<file path="config.mk">
export PLATFORM = sky130hd
export DESIGN_NAME = tx_burst_controller
export DESIGN_NICKNAME = d
export VERILOG_FILES = /design/src/rtl/tx_burst_controller.sv
export SDC_FILE = /design/constraint.sdc
export NUM_CORES = 1
export LEC_CHECK = 0
export BUFFER_PORTS_ARGS = -buffer_cell sky130_fd_sc_hd__buf_2
export CAP_MARGIN = 20
export CELL_PAD_IN_SITES_DETAIL_PLACEMENT = 1
export CELL_PAD_IN_SITES_GLOBAL_PLACEMENT = 2
export CORE_MARGIN = 2
export CORE_UTILIZATION = 36
export CTS_BUF_LIST = sky130_fd_sc_hd__clkbuf_2
export CTS_CLUSTER_SIZE = 20
export DETAILED_ROUTE_END_ITERATION = 10
export GPL_ROUTABILITY_DRIVEN = 0
export GPL_TIMING_DRIVEN = 0
export HOLD_SLACK_MARGIN = 0.15
export PLACE_DENSITY_LB_ADDON = 0.1
export SLEW_MARGIN = 20
export SYNTH_ARGS = -nofsm -noshare
export SYNTH_HDL_FRONTEND = slang
export SYNTH_SLANG_ARGS = --single-unit
</file>
<file path="constraint.sdc">
create_clock -name clk_in -period 3.2 [get_ports clk_in]
set_input_delay 0.64 -clock clk_in [delete_from_list [all_inputs] [get_ports clk_in]]
set_output_delay 0.64 -clock clk_in [all_outputs]
set_load 0.02 [all_outputs]
</file>
<file path="src/rtl/tx_burst_controller.sv">
// 40 kHz transmitter drive clock plus burst/listen sequencer for ultrasonic pings.
// Define TX_BURST_COUNTER_EN to build the completed-burst counter; otherwise burst_count is 0.
module tx_burst_controller #(
    parameter int CLK_FREQ_HZ   = 50_000_000,
    parameter int TX_FREQ_HZ    = 40_000,
    parameter int BURST_CYCLES  = 8,
    parameter int LISTEN_CYCLES = 400
) (
    input  logic        clk_in,
    input  logic        reset_n,
    input  logic        start,
    input  logic        repeat_en,
    input  logic        abort,
    output logic        clk_40khz,
    output logic        transmitter_on,
    output logic        listen_window,
    output logic        busy,
    output logic        done,
    output logic [15:0] burst_count
);
    localparam int HALF    = CLK_FREQ_HZ / (2 * TX_FREQ_HZ);
    localparam int DIV_W   = (HALF > 1) ? $clog2(HALF) : 1;
    localparam int MAX_CYC = (BURST_CYCLES > LISTEN_CYCLES) ? BURST_CYCLES : LISTEN_CYCLES;
    localparam int CNT_W   = (MAX_CYC > 1) ? $clog2(MAX_CYC) : 1;

    localparam logic [DIV_W-1:0] DIV_LAST    = DIV_W'(HALF - 1);
    localparam logic [CNT_W-1:0] BURST_LAST  = CNT_W'(BURST_CYCLES - 1);
    localparam logic [CNT_W-1:0] LISTEN_LAST = CNT_W'(LISTEN_CYCLES - 1);

    typedef enum logic [1:0] {
        S_IDLE,
        S_ARM,
        S_BURST,
        S_LISTEN
    } state_t;

    logic [DIV_W-1:0] div_q, div_d;
    logic             clk40_q, clk40_d;
    logic             rise_tick;

    state_t           state_q;
    logic [CNT_W-1:0] cnt_q;
    logic             tx_on_q, listen_q, done_q;

    // NOTE: every signal assigned in always_comb gets a default first so no latch is inferred.
    always_comb begin
        div_d   = div_q + 1'b1;
        clk40_d = clk40_q;
        if (div_q == DIV_LAST) begin
            div_d   = '0;
            clk40_d = ~clk40_q;
        end
    end

    // The FSM advances only on edges that raise clk_40khz, keeping bursts whole-period.
    assign rise_tick = (div_q == DIV_LAST) && !clk40_q;

    // NOTE: sequential state uses non-blocking assignments so all registers update together.
    always_ff @(posedge clk_in) begin
        if (!reset_n) begin
            div_q   <= '0;
            clk40_q <= 1'b0;
        end else begin
            div_q   <= div_d;
            clk40_q <= clk40_d;
        end
    end

    always_ff @(posedge clk_in) begin
        if (!reset_n) begin
            state_q  <= S_IDLE;
            cnt_q    <= '0;
            tx_on_q  <= 1'b0;
            listen_q <= 1'b0;
            done_q   <= 1'b0;
        end else begin
            done_q <= 1'b0;
            if (abort) begin
                state_q  <= S_IDLE;
                cnt_q    <= '0;
                tx_on_q  <= 1'b0;
                listen_q <= 1'b0;
            end else begin
                unique case (state_q)
                    S_IDLE: begin
                        if (start) begin
                            state_q <= S_ARM;
                            cnt_q   <= '0;
                        end
                    end
                    S_ARM: begin
                        if (rise_tick) begin
                            state_q <= S_BURST;
                            cnt_q   <= '0;
                            tx_on_q <= 1'b1;
                        end
                    end
                    S_BURST: begin
                        if (rise_tick) begin
                            if (cnt_q == BURST_LAST) begin
                                state_q  <= S_LISTEN;
                                cnt_q    <= '0;
                                tx_on_q  <= 1'b0;
                                listen_q <= 1'b1;
                            end else begin
                                cnt_q <= cnt_q + 1'b1;
                            end
                        end
                    end
                    S_LISTEN: begin
                        if (rise_tick) begin
                            if (cnt_q == LISTEN_LAST) begin
                                cnt_q    <= '0;
                                listen_q <= 1'b0;
                                done_q   <= 1'b1;
                                if (repeat_en) begin
                                    state_q <= S_BURST;
                                    tx_on_q <= 1'b1;
                                end else begin
                                    state_q <= S_IDLE;
                                end
                            end else begin
                                cnt_q <= cnt_q + 1'b1;
                            end
                        end
                    end
                    default: state_q <= S_IDLE;
                endcase
            end
        end
    end

`ifdef TX_BURST_COUNTER_EN
    logic        burst_end;
    logic [15:0] bursts_q;

    assign burst_end = !abort && (state_q == S_BURST) && rise_tick && (cnt_q == BURST_LAST);

    always_ff @(posedge clk_in) begin
        if (!reset_n) begin
            bursts_q <= '0;
        end else if (burst_end) begin
            bursts_q <= bursts_q + 16'd1;
        end
    end

    assign burst_count = bursts_q;
`else
    assign burst_count = '0;
`endif

    assign clk_40khz      = clk40_q;
    assign transmitter_on = tx_on_q;
    assign listen_window  = listen_q;
    assign done           = done_q;
    assign busy           = (state_q != S_IDLE);

endmodule
</file>
==> PnR_summary.wiki, run 1 <==
{| class="wikitable"
! Metric !! Value
|-
| Result of the run || finished, final reports clean
|-
| Highest-count cells in the layout ignoring fill and taps || sky130_fd_sc_hd__dfxtp_1 (25), sky130_fd_sc_hd__nor2_1 (19), sky130_fd_sc_hd__buf_4 (16), sky130_fd_sc_hd__conb_1 (16), sky130_fd_sc_hd__nand2_1 (12)
|-
| Clk Tree Root Cell || sky130_fd_sc_hd__clkbuf_2
|-
| Iteration count of the initial detailed-routing pass || 4
|-
| Critical-path cell with the highest stage delay || sky130_fd_sc_hd__dfxtp_1
|-
| Commonest non-fill, non-tap cell in the layout || sky130_fd_sc_hd__dfxtp_1
|-
| Final worst setup slack || between 1 and 1.5 ns
|-
| Wire length per cell || ~13 um
|-
| HPWL after detailed placement || ~2300 um
|-
| Final worst path period need || approximately 1.9 ns
|-
| Part of the power in the clock network || a little under a quarter
|-
| Residual DRC || 0
|-
| Netlist cell types || between 40 and 50
|-
| Count of fill cells added during filler insertion || around 480
|-
| Site Rows || 22
|-
| Number of top-level pins || 26
|-
| Total detailed-routing wirelength || 3041 um
|-
| Headroom to the max-slew limit || around 64%
|-
| Total number of nets in the final design || 197
|-
| Ys Warns || 0
|-
| Count of flip-flops with a built-in enable after synthesis || 0
|-
| Fin crit share || 60.82%
|-
| Vias || 1177
|-
| Final Hold Fails || 0
|-
| Core outline area || 0.003689 mm^2
|-
| Number of buffers inserted by port buffering || 9
|-
| Number of global-route vias before repair || approximately 1200
|-
| Vertical extent of the die || ~66 um
|-
| Total congestion overflow after global routing || 0
|-
| Measured slew at the worst slew-check pin || around 0.55 ns
|-
| Switching power of the nets || roughly 0.15 mW
|-
| Number of buffers inserted by hold repair at cts || 0
|-
| Sequential-to-total area share from yosys stat || 36.13%
|-
| Overall global routing resource usage || 15.35%
|-
| Critical-path maximum fanout || 9
|-
| Setup crit end kind || output pin
|-
| Number of clock sinks seen by CTS || 25
|-
| Proportion of layout cells with a drive suffix above 1 || between 20% and 30%
|-
| Critical-path cell list || buf_2 -> nor2_1 -> inv_1 -> buf_2
|-
| Placement-stage worst setup slack || ~1.2 ns
|-
| Total power density per cell area || 337.2 mW/mm^2
|-
| Largest net degree at the start of global routing || 14
|-
| Global-route wire length before repair || approximately 5300 um
|-
| Combinational power share || 15.3%
|-
| Clk pin slew, worst setup/hold paths || roughly 0.24 ns
|-
| Post-synthesis instance total || 160
|-
| Antenna diodes || 0
|-
| Largest vdd supply drop || about 170 uV
|-
| Avg Inst Size Synth || roughly 8.7 um^2
|-
| Buffering stage count on the worst path with inverters included || 3
|-
| Buffer depth of the longest clock path || 2
|-
| Number of buffers inserted by post-CTS setup repair || 0
|-
| Number of antenna-violating nets in the routed design || 0
|-
| #FFs+latches synth || 25
|-
| Static leakage power || about 0.65 nW
|-
| Maximum Capacitance Violations || 0
|-
| Reg power frac || around three fifths
|-
| Area of the mapped netlist || between 0.001 and 0.0015 mm^2
|-
| Setup violators final || 0
|-
| Kind of path behind the tightest hold check || register to register
|-
| Arrival time of data at the critical path endpoint || approximately 1.3 ns
|-
| Vias per inst || roughly 5
|-
| Post-Route Setup TNS || 0 ns
|-
| Insertion delay to the later sink of the worst-skew pair || between 0.3 and 0.4 ns
|-
| Internal power || 0.3805 mW
|-
| Number of buffers added by the clock tree synthesis step || 3
|-
| Initial cell density of the core || 37.55%
|-
| Horizontal die dimension || ~66 um
|-
| CTS-repair resized insts || 0
|-
| Most used cell along the critical path || sky130_fd_sc_hd__buf_2
|-
| TritonCTS clock tree || yes
|-
| Antenna violations before repair || 0
|-
| Largest stage delay on the critical path || 0.35 ns
|-
| Share of flip-flops with an asynchronous set or reset || 0%
|-
| Most instantiated flip-flop cell in the synthesis netlist || sky130_fd_sc_hd__dfxtp_1
|-
| Worst hold slack || between 0.5 and 0.6 ns
|-
| Synthesis-to-layout area growth || 13.10%
|-
| Violation count after the first detailed-route iteration || 29
|-
| Number of levels in the clock H-tree || 1
|-
| RSZ-0062 raised after global routing || no
|-
| Die Area || 0.004359 mm^2
|-
| Peak clock frequency supported by timing || ~500 MHz
|-
| Type of element launching the critical path || register
|-
| Fin Clk Skew || 0.01865 ns
|-
| Required time worst endpoint || 2.56 ns
|-
| Net Sw Frac || between 20% and 30%
|-
| Pins Over Slew Limit || 0
|-
| CP delay by family, top || buffers and inverters
|-
| Classification of the worst setup path || register to output pin
|}
[cell families (layout without fill, tap and decap cells)]
logic type               count (synthesis)  in the layout  synth area share [%]
AO/OA/AOI/OAI                           28             28                 14.54
other                                    1             16                0.2707
XOR/XNOR                                 9              9                 5.691
multiplexers                             1              1                0.8130
flip-flops                              25             25                 36.13
AND/OR/NAND/NOR                         70             70                 28.64
adder cells (fa/ha/maj)                  3              3                 2.710
buffers and inverters                   23             36                 11.20
[synthesized netlist by cell type, types with 2 or more instances]
library cell / count / area, um^2
sky130_fd_sc_hd__dfxtp_1: 25 / 500.5
sky130_fd_sc_hd__nand3_1: 10 / 50.05
sky130_fd_sc_hd__a311oi_1: 2 / 17.52
sky130_fd_sc_hd__inv_1: 4 / 15.01
sky130_fd_sc_hd__o21ai_1: 4 / 20.02
sky130_fd_sc_hd__a21oi_1: 6 / 30.03
sky130_fd_sc_hd__xor2_1: 2 / 17.52
sky130_fd_sc_hd__o211ai_1: 2 / 15.01
sky130_fd_sc_hd__buf_4: 16 / 120.1
sky130_fd_sc_hd__a211oi_1: 2 / 15.01
sky130_fd_sc_hd__o21ai_0: 3 / 15.01
sky130_fd_sc_hd__a32o_1: 2 / 20.02
sky130_fd_sc_hd__nor4_1: 2 / 12.51
sky130_fd_sc_hd__o211a_1: 2 / 20.02
sky130_fd_sc_hd__nor2b_1: 2 / 12.51
sky130_fd_sc_hd__nor2_1: 19 / 71.32
sky130_fd_sc_hd__or4_1: 2 / 15.01
sky130_fd_sc_hd__nor3_1: 6 / 30.03
sky130_fd_sc_hd__xnor2_1: 7 / 61.31
sky130_fd_sc_hd__nand2_1: 12 / 45.04
sky130_fd_sc_hd__ha_1: 3 / 37.54
sky130_fd_sc_hd__and3_1: 4 / 25.02
[registers in the layout (all words and copies together) (netlist names)]
signal,cells
div_q,10
cnt_q,9
state_q,2
clk_40khz,1
done,1
transmitter_on,1
listen_window,1
[power by group through the flow]
| stage | registers [mW] | logic (mW) | clock network (mW) |
|---|---|---|---|
| CTS | 0.322 | 0.0803 | 0.135 |
| finish | 0.322 | 0.0807 | 0.126 |
| global placement | 0.327 | 0.0781 | 0 |
| global route | 0.323 | 0.0894 | 0.147 |
| detailed placement | 0.328 | 0.0802 | 0 |
| floorplan | 0.327 | 0.0649 | 0 |
[final timing paths]
path	slack, ns	startpoint	to	cells after the start
worst max register to register	1.27	cnt_q[1]	transmitter_on	6
worst min register to register	0.52	div_q[0]	div_q[0]	1
worst min-delay path	0.52	div_q[0]	div_q[0]	1
worst max-delay path	1.25	state_q[0]	busy	4
[layer usage]
| metal | vias to the layer above | routed length [um] | GRT usage (%) |
|---|---|---|---|
| li1 | 589 | - | - |
| met1 | 563 | 1367 | 18.27 |
| met2 | 23 | 1515 | 28.28 |
| met3 | 2 | 145 | 3.748 |
| met4 | 0 | 13 | 2.296 |
| met5 | - | 0 | 0 |
[through the flow]
step | total power [mW] | util (%) | area (um^2) | std cells
floorplan | 0.3917 | - | 1441 | 175
global placement | 0.4055 | 41.93 | 1546 | 232
detailed placement | 0.4079 | 41.93 | 1546 | 232
CTS | 0.5376 | 42.47 | 1567 | 236
global route | 0.5594 | 42.47 | 1567 | 236
finish | 0.5283 | 42.47 | 1567 | 236
[area by class of cell]
| class | instances | area [um^2] | area share, % |
|---|---|---|---|
| timing repair buffer | 9 | 45.04 | 2.875 |
| buffer | 19 | 140.1 | 8.946 |
| sequential | 25 | 500.5 | 31.95 |
| inverter | 4 | 15.01 | 0.9585 |
| multi-input combinational | 127 | 785.8 | 50.16 |
| clock buffer | 4 | 20.02 | 1.278 |
| tap | 48 | 60.06 | 3.834 |
Power figures use the tool's default switching activity.
==> run 2: changes to the inputs <==
CORE_UTILIZATION = 34   (was 36)
clock period = 1.9 ns   (was 3.2 ns; I/O delays follow)
==> run 2 against run 1 <==
  * Global-route usage shrank 0.11 points
  * Clock-buffer cell count is the same
  * Hold slack lost 0.23 ns
  * Via count shrank 0.42%
  * Die area grew 5.5%
  * First-iteration DRC count grew 48%
  * Final area grew 1.6%
  * Clock skew shrank 0.011 ns
  * Non-clock buffer count is the same
  * Largest power group unchanged
  * Flip-flop and latch count is the same
  * Sequential power grew 69%
  * Critical endpoint is now cnt_q[3]
  * Clock power grew 75%
==> PnR_summary.wiki, run 2 (same netlist as run 1, synthesis figures left out) <==
{| class="wikitable"
! Metric !! Value
|-
| Peak clock frequency supported by timing || approximately 560 MHz
|-
| Largest registers ranked by flip-flop count || div_q: 10 flops, cnt_q: 9 flops, state_q: 2 flops
|-
| Number of buffers added by the clock tree synthesis step || 3 (unchanged)
|-
| Clk pin slew, worst setup/hold paths || 0.25 ns (about the same)
|-
| Vertical extent of the die || 67.83 um (+2.7%)
|-
| Total number of nets in the final design || 197 (unchanged)
|-
| Global-route wire length before repair || 5326 um (+0.64%)
|-
| Horizontal die dimension || 67.83 um (+2.7%)
|-
| Violation count after the first detailed-route iteration || 43 (+48%)
|-
| Post-Route Setup TNS || 0 ns (unchanged)
|-
| Commonest non-fill, non-tap cell in the layout || sky130_fd_sc_hd__dfxtp_1
|-
| Flip-flop count of the largest register, all copies and words added || 10 (unchanged)
|-
| Die Area || 0.004600 mm^2 (+5.5%)
|-
| Synthesis-to-layout area growth || 14.91%
|-
| Antenna diodes || 0 (unchanged)
|-
| Total detailed-routing wirelength || 3196 um (+5.1%)
|-
| Number of buffers inserted by post-CTS setup repair || 0 (unchanged)
|-
| Required time worst endpoint || 2.20 ns (-0.36 ns)
|-
| Number of top-level pins || 26 (unchanged)
|-
| Highest-count cells in the layout ignoring fill and taps || sky130_fd_sc_hd__dfxtp_1 (23), sky130_fd_sc_hd__nor2_1 (19), sky130_fd_sc_hd__buf_4 (16), sky130_fd_sc_hd__conb_1 (16), sky130_fd_sc_hd__nand2_1 (11)
|-
| Setup crit end kind || register
|-
| Most flop-heavy register || div_q
|-
| Number of buffers inserted by hold repair at cts || 0 (unchanged)
|-
| Insertion delay to the later sink of the worst-skew pair || 0.34 ns (about the same)
|-
| Classification of the worst setup path || register to register
|-
| Buffer depth of the longest clock path || 2 (unchanged)
|-
| Iteration count of the initial detailed-routing pass || 4 (unchanged)
|-
| Final worst path period need || approximately 1.8 ns
|-
| Number of buffers inserted by port buffering || 9 (unchanged)
|-
| Utilization of the core after routing || 40.08% (-2.4 points)
|-
| Proportion of layout cells with a drive suffix above 1 || 25.00% (+2.7 points)
|-
| Overall global routing resource usage || 15.24% (-0.11 points)
|-
| Result of the run || finished, final reports clean
|-
| Antenna violations before repair || 0 (unchanged)
|-
| TritonCTS clock tree || yes
|-
| Number of antenna-violating nets in the routed design || 0 (unchanged)
|-
| Largest net degree at the start of global routing || 14 (unchanged)
|-
| Number of levels in the clock H-tree || 1 (unchanged)
|-
| Vias || 1172 (-0.42%)
|-
| Fin Clk Skew || 0.007210 ns (-0.01144 ns)
|-
| Count of fill cells added during filler insertion || 505 (+5.4%)
|-
| Total congestion overflow after global routing || 0 (unchanged)
|-
| Area of all placed cells without fillers || 0.001592 mm^2 (+1.6%)
|-
| Final Hold Fails || 0 (unchanged)
|-
| Placed instance area || 0.001549 mm^2 (+0.16%)
|-
| Number of global-route vias before repair || 1162 (-1.6%)
|-
| Arrival time of data at the critical path endpoint || 2.08 ns (+0.77 ns)
|-
| Kind of path behind the tightest hold check || input pin to register
|-
| Static leakage power || 0.6583 nW (+0.62%)
|-
| Largest vdd supply drop || 251.5 uV (+45%)
|-
| Clk Tree Root Cell || sky130_fd_sc_hd__clkbuf_2
|-
| Pins Over Slew Limit || 0 (unchanged)
|-
| Maximum Capacitance Violations || 0 (unchanged)
|-
| Number of clock sinks seen by CTS || 25 (unchanged)
|-
| Headroom to the max-slew limit || 66.62% (+3.0 points)
|-
| Fin crit share || a little over nine tenths
|-
| Site Rows || 23 (+4.5%)
|-
| Worst hold slack || 0.2965 ns (-0.2266 ns)
|-
| Initial cell density of the core || 34.88% (-2.7 points)
|-
| Setup violators final || 0 (unchanged)
|-
| Total power density per cell area || 565.0 mW/mm^2 (+68%)
|-
| Measured slew at the worst slew-check pin || 0.5008 ns (-0.04459 ns)
|-
| Core outline area || 0.003971 mm^2 (+7.7%)
|-
| Type of element launching the critical path || register
|-
| RSZ-0062 raised after global routing || no
|-
| Wire length per cell || 13.43 um (+4.2%)
|-
| Residual DRC || 0 (unchanged)
|-
| Critical-path maximum fanout || 5 (-4)
|-
| Vias per inst || 4.924 (-1.3%)
|-
| HPWL after detailed placement || 2492 um (+6.5%)
|}
-- run 2: worst max-delay path, stage by stage, from the launching register on --
cell and delay [ns]:
sky130_fd_sc_hd__dfxtp_1 0.44, sky130_fd_sc_hd__nor4b_4 0.33, sky130_fd_sc_hd__and4_4 0.30, sky130_fd_sc_hd__nand3_4 0.10, sky130_fd_sc_hd__or4_1 0.48, sky130_fd_sc_hd__o21ai_1 0.09
-- run 2: cell type report --
| cell class | instances | area [um^2] | share of cell area, % |
|---|---|---|---|
| Tap cell | 50 | 62.56 | 3.931 |
| Timing Repair Buffer | 9 | 45.04 | 2.830 |
| Clock buffer | 4 | 20.02 | 1.258 |
| Multi-Input combinational cell | 127 | 805.8 | 50.63 |
| Inverter | 4 | 15.01 | 0.9434 |
| Sequential cell | 25 | 503.0 | 31.60 |
| Buffer | 19 | 140.1 | 8.805 |
-- run 2: layer usage --
metal  routed length [um]  vias up  global-route usage [%]
met5                    0        -                       0
met4                   23        0                   5.500
met3                   56        2                   1.974
met2                 1727       10                   27.94
met1                 1387      572                   18.10
li1                     -      588                       -
-- run 2: worst paths after layout --
kind,from,to,slack [ns],cells after the start
worst min register to register,cnt_q[1],cnt_q[1],0.49,2
worst min-delay path,reset_n,clk_40khz,0.30,2
worst max-delay path,div_q[2],cnt_q[3],0.11,5
worst max register to register,div_q[2],cnt_q[3],0.11,5
-- run 2: what timing repair did --
action / 4_1_cts / 5_1_grt
endpoints found under the setup margin: 4 / 6
gates resized for setup: 1 / 5
endpoints found under the hold margin: 0 / 0
-- run 2: stage by stage --
stage	setup WS, ns	instances	power, mW
2_1_floorplan	0.2466	175	0.6596
3_3_place_gp	-0.001050	234	0.6840
3_5_place_dp	-0.04022	234	0.6873
4_1_cts	0.008278	238	0.9128
5_1_grt	0.03553	238	0.9497
6_report	0.1140	238	0.8992
-- run 2: where the power goes --
group / switching (mW) / internal [mW] / total [mW]
Combinational: 0.0850 / 0.0520 / 0.137
Sequential: 0.00869 / 0.534 / 0.543
Clock: 0.164 / 0.0556 / 0.220
